===== src/rtl/imem_loader.sv =====
// imem_loader: turns a host byte stream (4-byte LE word count, then LE words)
// into consecutive instruction-memory writes and keeps the CPU in reset
// until the whole image is in place.
module imem_loader #(
   parameter int MEM_SIZE = 8192,
   parameter int ADDR_W   = 13
) (
   input  logic              clk,
   input  logic              rst,
   input  logic              start_i,
   input  logic [7:0]        rx_data_i,
   input  logic              rx_valid_i,
   output logic              rx_ready_o,
   output logic              mem_we_o,
   output logic [ADDR_W-1:0] mem_waddr_o,
   output logic [31:0]       mem_wdata_o,
   output logic              cpu_hold_o,
   output logic              busy_o,
   output logic              done_o,
   output logic              overflow_err_o
);

   typedef enum logic [2:0] {
      S_IDLE  = 3'd0,
      S_HDR   = 3'd1,
      S_DATA  = 3'd2,
      S_WRITE = 3'd3,
      S_DONE  = 3'd4
   } state_t;

   // Word index is compared on all 32 bits so an oversized image is caught
   // even once the low address bits have wrapped.
   localparam logic [31:0] MEM_LIMIT = 32'(MEM_SIZE);

   state_t              state_q;
   logic [1:0]          bcnt_q;
   logic [31:0]         widx_q;
   logic [31:0]         n_q;
   logic [23:0]         asm_q;     // first three bytes of the word in flight
   logic                rx_ready_q;
   logic                mem_we_q;
   logic [ADDR_W-1:0]   mem_waddr_q;
   logic [31:0]         mem_wdata_q;
   logic                cpu_hold_q;
   logic                busy_q;
   logic                done_q;
   logic                ovf_q;

   logic                accept;
   logic [31:0]         n_d;
   logic [31:0]         word_d;
   logic [31:0]         widx_d;

   // A byte moves only while we advertise ready; new bytes enter at the top
   // so after four shifts the first byte sits in bits [7:0].
   assign accept = rx_valid_i && rx_ready_q;
   assign n_d    = {rx_data_i, n_q[31:8]};
   assign word_d = {rx_data_i, asm_q};
   assign widx_d = widx_q + 32'd1;

   // Loader FSM; every output is registered alongside the state it belongs to.
   always_ff @(posedge clk) begin
      if (rst) begin
         state_q     <= S_IDLE;
         bcnt_q      <= 2'd0;
         widx_q      <= 32'd0;
         n_q         <= 32'd0;
         asm_q       <= 24'd0;
         rx_ready_q  <= 1'b0;
         mem_we_q    <= 1'b0;
         mem_waddr_q <= '0;
         mem_wdata_q <= 32'd0;
         cpu_hold_q  <= 1'b1;
         busy_q      <= 1'b0;
         done_q      <= 1'b0;
         ovf_q       <= 1'b0;
      end else begin
         mem_we_q <= 1'b0;
         case (state_q)
            S_IDLE, S_DONE: begin
               if (start_i) begin
                  state_q    <= S_HDR;
                  bcnt_q     <= 2'd0;
                  widx_q     <= 32'd0;
                  ovf_q      <= 1'b0;
                  rx_ready_q <= 1'b1;
                  cpu_hold_q <= 1'b1;
                  busy_q     <= 1'b1;
                  done_q     <= 1'b0;
               end
            end
            S_HDR: begin
               if (accept) begin
                  n_q    <= n_d;
                  bcnt_q <= bcnt_q + 2'd1;
                  if (bcnt_q == 2'd3) begin
                     if (n_d == 32'd0) begin
                        state_q    <= S_DONE;
                        rx_ready_q <= 1'b0;
                        cpu_hold_q <= 1'b0;
                        busy_q     <= 1'b0;
                        done_q     <= 1'b1;
                     end else begin
                        state_q <= S_DATA;
                     end
                  end
               end
            end
            S_DATA: begin
               if (accept) begin
                  asm_q  <= word_d[31:8];
                  bcnt_q <= bcnt_q + 2'd1;
                  if (bcnt_q == 2'd3) begin
                     // Strobe is set here so it is high for the WRITE cycle.
                     state_q    <= S_WRITE;
                     rx_ready_q <= 1'b0;
                     if (widx_q < MEM_LIMIT) begin
                        mem_we_q    <= 1'b1;
                        mem_waddr_q <= widx_q[ADDR_W-1:0];
                        mem_wdata_q <= word_d;
                     end else begin
                        ovf_q <= 1'b1;
                     end
                  end
               end
            end
            S_WRITE: begin
               widx_q <= widx_d;
               if (widx_d == n_q) begin
                  state_q    <= S_DONE;
                  cpu_hold_q <= 1'b0;
                  busy_q     <= 1'b0;
                  done_q     <= 1'b1;
               end else begin
                  state_q    <= S_DATA;
                  rx_ready_q <= 1'b1;
               end
            end
            default: begin
               state_q    <= S_IDLE;
               rx_ready_q <= 1'b0;
               cpu_hold_q <= 1'b1;
               busy_q     <= 1'b0;
               done_q     <= 1'b0;
            end
         endcase
      end
   end

   assign rx_ready_o     = rx_ready_q;
   assign mem_we_o       = mem_we_q;
   assign mem_waddr_o    = mem_waddr_q;
   assign mem_wdata_o    = mem_wdata_q;
   assign cpu_hold_o     = cpu_hold_q;
   assign busy_o         = busy_q;
   assign done_o         = done_q;
   assign overflow_err_o = ovf_q;

endmodule


===== config.mk =====
export PLATFORM = sky130hd
export DESIGN_NAME = imem_loader
export DESIGN_NICKNAME = d
export VERILOG_FILES = /design/src/rtl/imem_loader.sv
export SDC_FILE = /design/constraint.sdc
export NUM_CORES = 1
export LEC_CHECK = 0
export BUFFER_PORTS_ARGS = -buffer_cell sky130_fd_sc_hd__buf_2
export CORE_MARGIN = 2
export CORE_UTILIZATION = 36
export CTS_CLUSTER_SIZE = 14
export DETAILED_ROUTE_END_ITERATION = 10
export GPL_ROUTABILITY_DRIVEN = 1
export PLACE_DENSITY = 0.63
export SLEW_MARGIN = 20
export SYNTH_ARGS = -nofsm -noshare
export SYNTH_HDL_FRONTEND = slang
export SYNTH_SLANG_ARGS = --single-unit

===== constraint.sdc =====
create_clock -name clk -period 3.4 [get_ports clk]
set_clock_uncertainty 0.05 [all_clocks]
set_input_delay 0.34 -clock clk [delete_from_list [all_inputs] [get_ports clk]]
set_output_delay 0.34 -clock clk [all_outputs]
set_load 0.03 [all_outputs]

# After elaboration in Yosys (flattened, before gate mapping)
# Cells that the tools add are included.
word_totals:
  register_bits: 144
  latchBits: 0
  mem_bits_rw: 0
  romBits: 0
  inputBits: 12
  out_inout_bits: 51
  wordCells: 88
  memories: 0
classes:
  add_sub_neg: 2
  multipliers: 0
  div_mod_pow: 0
  order_cmp: 1
  n_eq_ne: 16
  n_shift: 0
  mux: 35
  n_bitwise: 3
  n_reduce_logical: 18
op_table:
  columns: ["operator", "n"]
  rows:
  - ["$pmux 32 s2", 1]
  - ["$add 32x1->32 const B", 1]
  - ["$eq 32x32->1", 1]
  - ["$logic_not 32->1", 1]
  - ["$lt 32x14->1 const B", 1]
  - ["$mux 32", 1]
  - ["$mux 3", 7]
  - ["$ne 2x2->1 const B", 9]
  - ["$mux 1", 17]
  - ["$pmux 1 s4", 4]
  - ["$pmux 3 s4", 1]
  - ["$reduce_and 5->1", 2]
  - ["$reduce_and 7->1", 1]
  - ["$eq 3x2->1 const B", 2]
  - ["$reduce_and 2->1", 3]
  - ["$reduce_and 6->1", 1]
  - ["$reduce_bool 2->1", 3]
  - ["$mux 2", 2]
  - ["$pmux 2 s2", 1]
  - ["$reduce_and 4->1", 1]
  - ["$reduce_or 2->1", 2]
  - ["$reduce_or 4->1", 1]
  - ["$eq 3x1->1 const B", 1]
  - ["$eq 3x3->1 const B", 1]
  - ["other kinds (8)", 10]

# Longest topological paths before layout
# Gate-level depths: netlist (run 1).
logic_depth:
  word_depth: 5
  ltp_mapped: 10
  depth_no_buf: 9

# Least setup slack after synthesis (run 1)
# No wires, ideal clock.
synth_path:
  path_kind: "flip-flop to flip-flop"
  startpoint: "register widx_q[0]"
  endpoint: "register rx_ready_q, in the netlist rx_ready_o"
  setup_ns: 0.074
  arrival_time_ns: 2.852
  required_ns: 3.276
  path_slack_ns: 0.423
  stages_incl_launch_ff: 11
  n_path_buf: 1
  synth_period_minus_slack_ns: 2.977
  cell_sequence: "dfxtp_1 ha_1 nand4_2 or4_1 buf_2 or3_1 a22oi_1 nand4_1 or2_0 o41a_1 a31oi_1"
synth_between:
  elab_chain_cells: 4
synth_rtl:
  columns: ["item", "line_no", "rtl"]
  rows:
  - ["start: declaration", "37", "logic [31:0] widx_q;"]
  - ["start signal: assignment", "128", "widx_q <= widx_d;"]
  - ["$add 32x1->32", "59", "assign widx_d = widx_q + 32'd1;"]
  - ["$eq 32x32->1", "129", "if (widx_d == n_q) begin"]
  - ["$ne 2x2->1 (no line)", null, null]
  - ["$reduce_and 7->1 (no line)", null, null]
  - ["end signal: assignment", "69", "rx_ready_q <= 1'b0;"]
  - ["end signal: assignment", "136", "rx_ready_q <= 1'b1;"]
  - ["end signal: assignment", "141", "rx_ready_q <= 1'b0;"]
  - ["end: declaration", "40", "logic rx_ready_q;"]
# No other way between the ends.
# A chain may end at the register's enable or synchronous reset.

# Worst setup path in the final report (run 1)
# Ends and elaborated chain as after synthesis.

==> impl_metrics.csv, run 1 <==
group,metric,value,unit
floorplanning,core-area,0.0186,mm2
setup_path,required,3.70,ns
synth,synthXorXnorAreaFrac,0.0565,
clock_network,root_buffer,"clkbuf_16",
floorplanning,die_h,142,um
synth,syn_inst,916,
outcome,status,"completed",
layout,utilization,0.429,
layout,final_cell_mix,"246 x nand2_1, 144 x dfxtp_1, 138 x a21oi_1, 61 x buf_2, 57 x nor2_1",
routing,wl,19200,um
layout,nets,964,
setup_path,worstSetupEndpointType,"flop",
clock_network,tritoncts,"yes",
setup_path,cp-start-kind,"flop",
sta,setup_viol,0,
clock_network,clk_pin_slew,0.06,ns
layout,area_growth,17.4,%
sta,max_slew_margin,0.485,
power_and_ir_drop,ir_drop,0.358,mV
setup_path,worst-path-max-fanout,8,
synth,synth_compound_area_frac,0.173,
synth,yosys_warnings,0,
floorplanning,rows,50,
placement,place.gp.congestion,0.990,
job,cap_violations,0,
clock_network,htree_levels,4,
placement,io_buffers,62,
synth,post_synth_instance_area,0.00682,mm2
clock_network,post_cts_buffers,0,
synth,synth_nets,930,
clock_network,cts_inserted_buffers,17,
layout,final_layout_size_suffix_gt1_frac,0.136,
sta,hold_viol,0,
floorplanning,ios,63,
sta,drv_slew,0,
synth,ys.flop_type,"dfxtp_1",
sta,tightest_slew,0.770,ns
synth,seq_area_frac_synth,0.423,
clock_network,cts_max_path_buffers,2,
routing,drt_pre_antenna_iters,5,
synth,synth_top_family_by_area,"simple AND/OR/NAND/NOR gates",
global_routing,grt_max_degree,79,
synth,yosys.area_share.simple,0.290,
global_routing,grt_pass1_wl,30500,um
synth,synth_cell_types,57,
sta,fin_tns_setup,0,ns
synth,avgSynthCellArea,7.44,um2
layout,register_area,0.00288,mm2
sta,rsz0062_at_grt,"true",
sta,fin_crit,3.27,ns
global_routing,grt.overflow.total,0,
routing,dr_total_vias,6501,
synth,synth_edf_count,0,
clock_network,cts_sinks,144,
layout,layout_commonest_cell,"nand2_1",
sta,period_share,0.962,
synth,synthArstFlopShare,0,
sta,fmax,306,MHz
routing,vias_per_cell,5.43,
setup_path,cp.arrival,3.57,ns
routing,post-route-drc-count,0,
power_and_ir_drop,powerDensity,496,mW/mm2
synth,synthAdderAreaFrac,0.00367,
synth,synthMuxAreaShare,0.00294,
layout,final.fill_count,1869,
power_and_ir_drop,p_leak,2.85,nW
clock_network,clock_latency,0.43,ns
floorplanning,dieArea,0.0201,mm2
global_routing,grt_use_total,0.190,
synth,yosys_register_bits,144,
routing,drt_iter0_markers,544,
global_routing,antenna_found_initial,0,
routing,detail_route.wl_per_cell,16.0,um
layout,antenna_cells,0,
worst_hold_path,hp-class,"in -> reg",
setup_path,worstSetupPathType,"reg -> reg",
power_and_ir_drop,power,0.00397,W
placement,hpwl,13300,um
global_routing,grt_pass1_vias,5744,
layout,multi_input_area,0.00360,mm2
floorplanning,floorplan.initialDensity,0.366,
floorplanning,die_w,142,um
routing,ant_nets,0,
## synthesized netlist by cell type, types with 4 or more instances
cell type / instances / share of area
a211oi_1: 4 / 0.0044
a21oi_1: 138 / 0.10
a22oi_1: 4 / 0.0044
a311oi_1: 8 / 0.010
a31oi_1: 5 / 0.0046
and3_1: 4 / 0.0037
and4_1: 6 / 0.0077
buf_2: 13 / 0.0095
buf_4: 6 / 0.0066
clkbuf_1: 53 / 0.029
dfxtp_1: 144 / 0.42
inv_1: 8 / 0.0044
nand2_1: 246 / 0.14
nand2b_1: 6 / 0.0055
nand3_1: 18 / 0.013
nand4_1: 19 / 0.017
nor2_1: 57 / 0.031
nor3_1: 18 / 0.013
nor4_1: 23 / 0.021
o21ai_0: 28 / 0.021
or3_1: 5 / 0.0046
or4_1: 5 / 0.0055
xnor2_1: 27 / 0.035
xor2_1: 17 / 0.022
## routing by layer
layer,GRT usage,wire [um],vias up
met5,0,0,-
met4,0.0595,297,0
met3,0.0341,935,21
met2,0.295,8730,171
met1,0.268,9220,3093
li1,-,-,3216
## final timing paths
| path | start | to | slack, ns | cells past startpoint |
|---|---|---|---|---|
| worst max-delay path | widx_q[0] | rx_ready_o | 0.13 | 8 |
| worst min-delay path | rx_data_i[5] | asm_q[21] | 0.15 | 3 |
| worst max register to register | widx_q[0] | rx_ready_o | 0.13 | 8 |
| worst min register to register | mem_wdata_o[19] | mem_wdata_o[19] | 0.40 | 2 |
## where the power goes
part / switching [W] / internal, W
clock network: 0.000772 / 0.00132
registers: 0.0000163 / 0.00170
logic: 0.000122 / 0.0000471
## state kept, by name, summed over array words and instances (netlist names)
register and count:
done_o 1, mem_wdata_o 32, busy_o 1, state_q 3, bcnt_q 2, widx_q 32
overflow_err_o 1, mem_we_o 1, mem_waddr_o 13, rx_ready_o 1, cpu_hold_o 1, asm_q 24
n_q 32
## through the flow
step | hold WS, ns | worst slack [ns] | instances | cell area, um2
2_1_floorplan | 0.382 | 0.423 | 916 | 6820
3_3_place_gp | 0.389 | 0.231 | 1165 | 7340
3_5_place_dp | 0.393 | 0.189 | 1165 | 7340
4_1_cts | 0.139 | 0.175 | 1197 | 7990
5_1_grt | 0.146 | -0.0318 | 1197 | 8000
6_report | 0.150 | 0.129 | 1197 | 8000
## worst max-delay path: stages, from the launching register on
cell	delay [ns]
dfxtp_1	0.46
ha_1	0.32
nand4_2	0.23
or4_1	0.61
a2111oi_0	0.41
nand4_1	0.29
or2_0	0.32
o41a_1	0.37
a31oi_1	0.12
## area by class of cell
type                    count  area share
inverters                   8     0.00375
multi-input cells         689       0.450
flip-flops and latches    144       0.360
repair buffers             90      0.0669
clock inverters            14      0.0286
clock buffers              18      0.0536
well taps                 234      0.0366
## what timing repair did
| item | CTS | global route |
|---|---|---|
| endpoints found under the setup margin | 0 | 4 |
| hold buffers | 0 | 0 |
| resized for setup | 0 | 1 |
## cell families after synthesis
logic type      Yosys count
compound gates          209
buf+inv                  83
mux                       2
xor+xnor                 44
simple gates            432
flops                   144
fa+ha+maj                 2
No activity file was read; power rests on OpenSTA's default activity.
==> run 2: changes to the inputs <==
--- a/config.mk
+++ b/config.mk
@@ -7,11 +7,11 @@
 export LEC_CHECK = 0
 export BUFFER_PORTS_ARGS = -buffer_cell sky130_fd_sc_hd__buf_2
 export CORE_MARGIN = 2
-export CORE_UTILIZATION = 36
+export CORE_UTILIZATION = 59
 export CTS_CLUSTER_SIZE = 14
 export DETAILED_ROUTE_END_ITERATION = 10
 export GPL_ROUTABILITY_DRIVEN = 1
-export PLACE_DENSITY = 0.63
+export PLACE_DENSITY = 0.89
 export SLEW_MARGIN = 20
 export SYNTH_ARGS = -nofsm -noshare
 export SYNTH_HDL_FRONTEND = slang
==> impl_metrics.csv, run 2 (synthesized netlist as in run 1, its figures left out) <==
group,metric,value,unit
sta,drv_slew,0,
layout,layout_commonest_cell,"nand2_1",
job,cap_violations,0,
clock_network,cts_inserted_buffers,17,
worst_hold_path,hp-start,"rx_data_i[2]",
layout,nets,956,
worst_hold_path,min_to,"n_q[26]",
floorplanning,die_h,111,um
setup_path,worstSetupEndpointType,"flop",
setup_path,cp-start-kind,"flop",
setup_path,startpoint,"widx_q[3]",
clock_network,cts_max_path_buffers,2,
placement,io_buffers,62,
layout,final_cell_mix,"246 x nand2_1, 143 x dfxtp_1, 138 x a21oi_1, 61 x buf_2, 56 x nor2_1",
global_routing,grt_pass1_vias,6045,
floorplanning,floorplan.initialDensity,0.600,
placement,place.gp.congestion,0.999,
sta,fin_tns_setup,0,ns
sta,rsz0062_at_grt,"false",
layout,area_growth,13.0,%
global_routing,grt.overflow.total,0,
sta,setup_viol,0,
global_routing,grt_pass1_wl,29800,um
setup_path,required,3.70,ns
sta,hold_viol,0,
floorplanning,ios,63,
global_routing,antenna_found_initial,0,
routing,post-route-drc-count,0,
layout,fin_cells,1096,
routing,drt_iter0_markers,725,
worst_hold_path,hp-class,"in -> reg",
sta,tightest_slew,0.803,ns
routing,vias_per_cell,6.09,
setup_path,cp.arrival,3.49,ns
sta,period_share,0.940,
setup_path,worstReg2RegStart,"widx_q[3]",
clock_network,root_buffer,"clkbuf_16",
routing,dr_total_vias,6672,
clock_network,tritoncts,"yes",
setup_path,reg2reg_slack,0.20,ns
clock_network,cts_sinks,144,
global_routing,grt_use_total,0.296,
routing,drt_pre_antenna_iters,6,
placement,dp_cells,1064,
power_and_ir_drop,ir_drop,0.471,mV
outcome,status,"completed",
power_and_ir_drop,p_leak,2.75,nW
setup_path,worstSetupPathType,"reg -> reg",
floorplanning,rows,39,
sta,max_slew_margin,0.463,
floorplanning,core-area,0.0114,mm2
setup_path,reg2reg_depth,9,
layout,antenna_cells,0,
floorplanning,die_w,111,um
global_routing,grt_max_degree,104,
clock_network,clk_pin_slew,0.06,ns
clock_network,clock_latency,0.43,ns
layout,final.fill_count,943,
sta,fin_crit,3.20,ns
worst_hold_path,hold_depth,3,
routing,detail_route.wl_per_cell,16.7,um
routing,wl,18300,um
routing,ant_nets,0,
floorplanning,dieArea,0.0124,mm2
sta,fmax,313,MHz
power_and_ir_drop,powerDensity,464,mW/mm2
layout,final_layout_size_suffix_gt1_frac,0.129,
setup_path,r2r-end,"rx_ready_o",
placement,hpwl,12200,um
clock_network,cts_hold_buf,0,
clock_network,htree_levels,4,
setup_path,worst-path-max-fanout,10,
run 2: cell count changes in the layout (fill, tap and decap cells not counted), moves of 2 or more:
| cell | before | now |
|---|---|---|
| buf_4 | 28 | 20 |
| bufinv_16 | 5 | 0 |
| clkinv_2 | 0 | 2 |
| clkinv_4 | 0 | 2 |
| inv_8 | 2 | 0 |
run 2: area by class of cell:
type / instances / area, um2 / share of cell area
clock buffers: 19 / 443 / 0.0575
multi-input cells: 689 / 3610 / 0.468
inverters: 8 / 30.0 / 0.00390
well taps: 143 / 179 / 0.0232
flip-flops and latches: 144 / 2880 / 0.374
repair buffers: 82 / 475 / 0.0617
clock inverters: 11 / 85.1 / 0.0110
run 2: metrics by stage:
step	hold slack [ns]	utilization	worst slack, ns	instance area (um2)	power, W
after floorplan	0.382	-	0.423	6820	0.00186
after global placement	0.387	0.629	0.312	7150	0.00191
after detailed placement	0.393	0.629	0.254	7150	0.00191
after CTS	0.134	0.675	0.207	7670	0.00358
after global routing	0.147	0.678	0.00548	7700	0.00367
final	0.146	0.678	0.204	7700	0.00357
run 2: report_power, final:
part	total, W	internal (W)	switching (W)
Sequential	0.00171	0.00170	0.0000164
Combinational	0.000168	0.0000473	0.000121
Clock	0.00169	0.000950	0.000742
Total	0.00357	0.00269	0.000879
run 2: critical path, stage by stage, from the launching register on:
cell	delay, ns
dfxtp_1	0.50
nand4_1	0.22
buf_4	0.23
or4_1	0.59
nor3_1	0.39
xnor2_1	0.17
o211ai_1	0.18
or2_2	0.33
o41a_1	0.31
a31oi_1	0.14
run 2: repair_timing:
item | 4_1_cts | 5_1_grt
endpoints found under the setup margin | 0 | 6
gates resized for setup | 0 | 4
setup buffers | 0 | 2
run 2: layer usage:
layer | GRT usage | wire (um) | vias up
li1 | - | - | 3213
met1 | 0.389 | 7730 | 3079
met2 | 0.468 | 8360 | 322
met3 | 0.0778 | 1670 | 58
met4 | 0.114 | 510 | 0
met5 | 0 | 0 | -
run 2: how the worst max path moves through the flow:
stage | to | slack [ns]
2_1_floorplan | rx_ready_o | 0.42
3_3_place_gp | rx_ready_o | 0.31
3_5_place_dp | rx_ready_o | 0.25
4_1_cts | rx_ready_o | 0.21
5_1_grt | rx_ready_o | 0.005
6_report | rx_ready_o | 0.20
==> run 3: changes to the inputs <==
--- a/config.mk
+++ b/config.mk
@@ -5,8 +5,9 @@
 export SDC_FILE = /design/constraint.sdc
 export NUM_CORES = 1
 export LEC_CHECK = 0
+export ABC_AREA = 1
 export BUFFER_PORTS_ARGS = -buffer_cell sky130_fd_sc_hd__buf_2
-export CORE_MARGIN = 2
+export CORE_MARGIN = 3
 export CORE_UTILIZATION = 59
 export CTS_CLUSTER_SIZE = 14
 export DETAILED_ROUTE_END_ITERATION = 10
==> impl_metrics.csv, run 3 <==
group,metric,value,unit
global_routing,grt.overflow.total,0,
placement,io_buffers,62,
routing,vias_per_cell,5.72,
setup_path,required,3.64,ns
worst_hold_path,hp-class,"in -> reg",
synth,synthArstFlopShare,0,
sta,hold_viol,0,
synth,synth_edf_count,0,
global_routing,antenna_found_initial,0,
setup_path,r2r-end,"busy_o",
routing,wl,19700,um
clock_network,clock_latency,0.43,ns
sta,tightest_slew,0.750,ns
clock_network,cts_sinks,144,
routing,drt_iter0_markers,711,
synth,synth_nets,1062,
setup_path,worstSetupEndpointType,"flop",
routing,post-route-drc-count,0,
routing,drt_pre_antenna_iters,6,
synth,syn_inst,1048,
power_and_ir_drop,combPwrFrac,0.157,
synth,post_synth_instance_area,0.00688,mm2
sta,setup_viol,0,
floorplanning,core-area,0.0111,mm2
power_and_ir_drop,netSwitchingFraction,0.296,
layout,nets,1110,
clock_network,cts_hold_buf,0,
clock_network,post_cts_buffers,0,
synth,yosys_warnings,0,
clock_network,cts_max_path_buffers,2,
global_routing,grt_pass1_wl,32700,um
sta,rsz0062_at_grt,"false",
power_and_ir_drop,powerDensity,565,mW/mm2
global_routing,grt_max_degree,61,
layout,antenna_cells,0,
power_and_ir_drop,cellInternalPower,0.00314,W
setup_path,max_stage_delay,0.42,ns
synth,ys.flop_type,"dfxtp_1",
placement,hpwl,13600,um
floorplanning,ios,63,
clock_network,root_buffer,"clkbuf_16",
setup_path,reg2reg_depth,20,
power_and_ir_drop,p_leak,3.62,nW
synth,ys_top_cells_by_area,"dfxtp_1 42%, nand2_1 14%, nor2_1 11%",
clock_network,tritoncts,"yes",
routing,ant_nets,0,
global_routing,grt_use_total,0.317,
power_and_ir_drop,p_switching,0.00132,W
routing,dr_total_vias,7138,
layout,final_cell_mix,"250 x nand2_1, 190 x nor2_1, 144 x dfxtp_1, 99 x inv_1, 91 x o21ai_0",
synth,yosys_register_bits,144,
power_and_ir_drop,ir_drop,0.438,mV
clock_network,cts_inserted_buffers,17,
setup_path,worstReg2RegStart,"widx_q[1]",
synth,seq_area_frac_synth,0.419,
floorplanning,dieArea,0.0130,mm2
power_and_ir_drop,clockPowerShare,0.428,
setup_path,slowest_stage,"dfxtp_1",
sta,fin_tns_setup,0,ns
floorplanning,die_w,114,um
synth,avgSynthCellArea,6.57,um2
sta,period_share,0.795,
routing,detail_route.wl_per_cell,15.8,um
global_routing,grt_pass1_vias,6656,
clock_network,cts-resized-gates,0,
setup_path,path_cells,"ha_1, nand2_2, nor2_8, nand2_4, nor2_2, nand2_1, nand2_1, nand2_1, nand2_1, nand2_1, inv_1, nand2_1, nor2_1, nand2_1, nor2_1, nand2_1, nand2_2, nand2_1, nand2_1, a21oi_1",
synth,yosysTopAreaCell,"dfxtp_1",
layout,area_growth,14.7,%
synth,synth.most_common_cell,"nand2_1",
setup_path,cpMostUsedCell,"nand2_1",
power_and_ir_drop,pwr-share-seq,0.415,
floorplanning,die_h,114,um
synth,yosys-top-cells-count,"250 x nand2_1, 193 x nor2_1, 144 x dfxtp_1",
setup_path,reg2reg_slack,0.70,ns
synth,synth_cell_types,29,
clock_network,clk_pin_slew,0.06,ns
setup_path,startpoint,"widx_q[1]",
layout,final_layout_size_suffix_gt1_frac,0.113,
placement,place.gp.congestion,0.953,
sta,drv_slew,0,
setup_path,cp.arrival,2.94,ns
sta,fin_crit,2.70,ns
setup_path,critPathCapture,"busy_o",
floorplanning,floorplan.initialDensity,0.618,
layout,layout_commonest_cell,"nand2_1",
outcome,status,"completed",
layout,utilization,0.709,
setup_path,worst-path-max-fanout,8,
clock_network,htree_levels,4,
synth,synth_top_area_frac,0.419,
job,cap_violations,0,
setup_path,worstSetupPathType,"reg -> reg",
sta,max_slew_margin,0.499,
sta,fmax,370,MHz
floorplanning,rows,38,
setup_path,cp-start-kind,"flop",
[run 3: cell types whose count changed after synthesis, sizes merged, moves of 12 or more]
cell,previous run,this run
xnor2,27,1
nor4,25,11
nor3,18,6
nor2,57,205
buf,22,4
o21ai,28,96
inv,8,100
nand3,19,74
a21oi,138,73
xor2,17,2
clkbuf,53,39
[run 3: area by class of cell]
class | count | area [um2]
repair buffers | 72 | 385
flip-flops and latches | 144 | 2880
clock inverters | 10 | 125
well taps | 140 | 175
multi-input cells | 760 | 3460
inverters | 101 | 379
clock buffers | 21 | 480
fillers | 956 | 3240
[run 3: how the worst min path moves through the flow]
stage / from / to / cells past startpoint
final: rx_data_i[7] / n_q[31] / 3
after global routing: rx_data_i[5] / mem_wdata_o[29] / 3
after CTS: rx_data_i[7] / n_q[31] / 3
after detailed placement: cpu_hold_o / cpu_hold_o / 2
after global placement: cpu_hold_o / cpu_hold_o / 2
after floorplan: bcnt_q[0] / bcnt_q[0] / 1
[run 3: power by group through the flow]
stage | combinational, W | clock (W) | sequential (W)
after floorplan | 0.000461 | 0 | 0.00190
after global placement | 0.000664 | 0 | 0.00188
after detailed placement | 0.000682 | 0 | 0.00188
after CTS | 0.000689 | 0.00191 | 0.00185
after global routing | 0.000776 | 0.00199 | 0.00186
final | 0.000698 | 0.00191 | 0.00185
[run 3: cell families (layout without fill, tap and decap cells)]
| kind of cell | after synthesis | in the layout | share of synthesized area |
|---|---|---|---|
| compound gates | 184 | 184 | 0.139 |
| xor+xnor | 4 | 4 | 0.00709 |
| fa+ha+maj | 2 | 2 | 0.00364 |
| buf+inv | 144 | 204 | 0.0797 |
| flops | 144 | 144 | 0.419 |
| simple gates | 570 | 570 | 0.351 |
[run 3: metal layers]
layer	up-vias	part of all wire	GRT usage	wire [um]
met5	-	0	0	0
met4	0	0.037	0.146	731
met3	55	0.098	0.0812	1930
met2	368	0.45	0.488	8890
met1	3237	0.41	0.418	8180
li1	3478	-	-	-
[run 3: metrics by stage]
stage | setup slack, ns | instances | hold WS [ns] | total power, W | cell area (um2)
2_1_floorplan | 1.25 | 1048 | 0.395 | 0.00236 | 6880
3_3_place_gp | 0.824 | 1217 | 0.400 | 0.00255 | 7280
3_5_place_dp | 0.783 | 1217 | 0.401 | 0.00256 | 7280
4_1_cts | 0.763 | 1248 | 0.141 | 0.00445 | 7890
5_1_grt | 0.491 | 1248 | 0.179 | 0.00462 | 7890
6_report | 0.696 | 1248 | 0.149 | 0.00446 | 7890
[run 3: worst max-delay path, delay by kind of cell, from the launching register on]
| kind | cells | cell delay [ns] |
|---|---|---|
| AND/OR/NAND/NOR | 17 | 1.75 |
| flip-flops | 1 | 0.42 |
| adder cells (fa/ha/maj) | 1 | 0.25 |
| AO/OA/AOI/OAI | 1 | 0.05 |
| buffers and inverters | 1 | 0.04 |
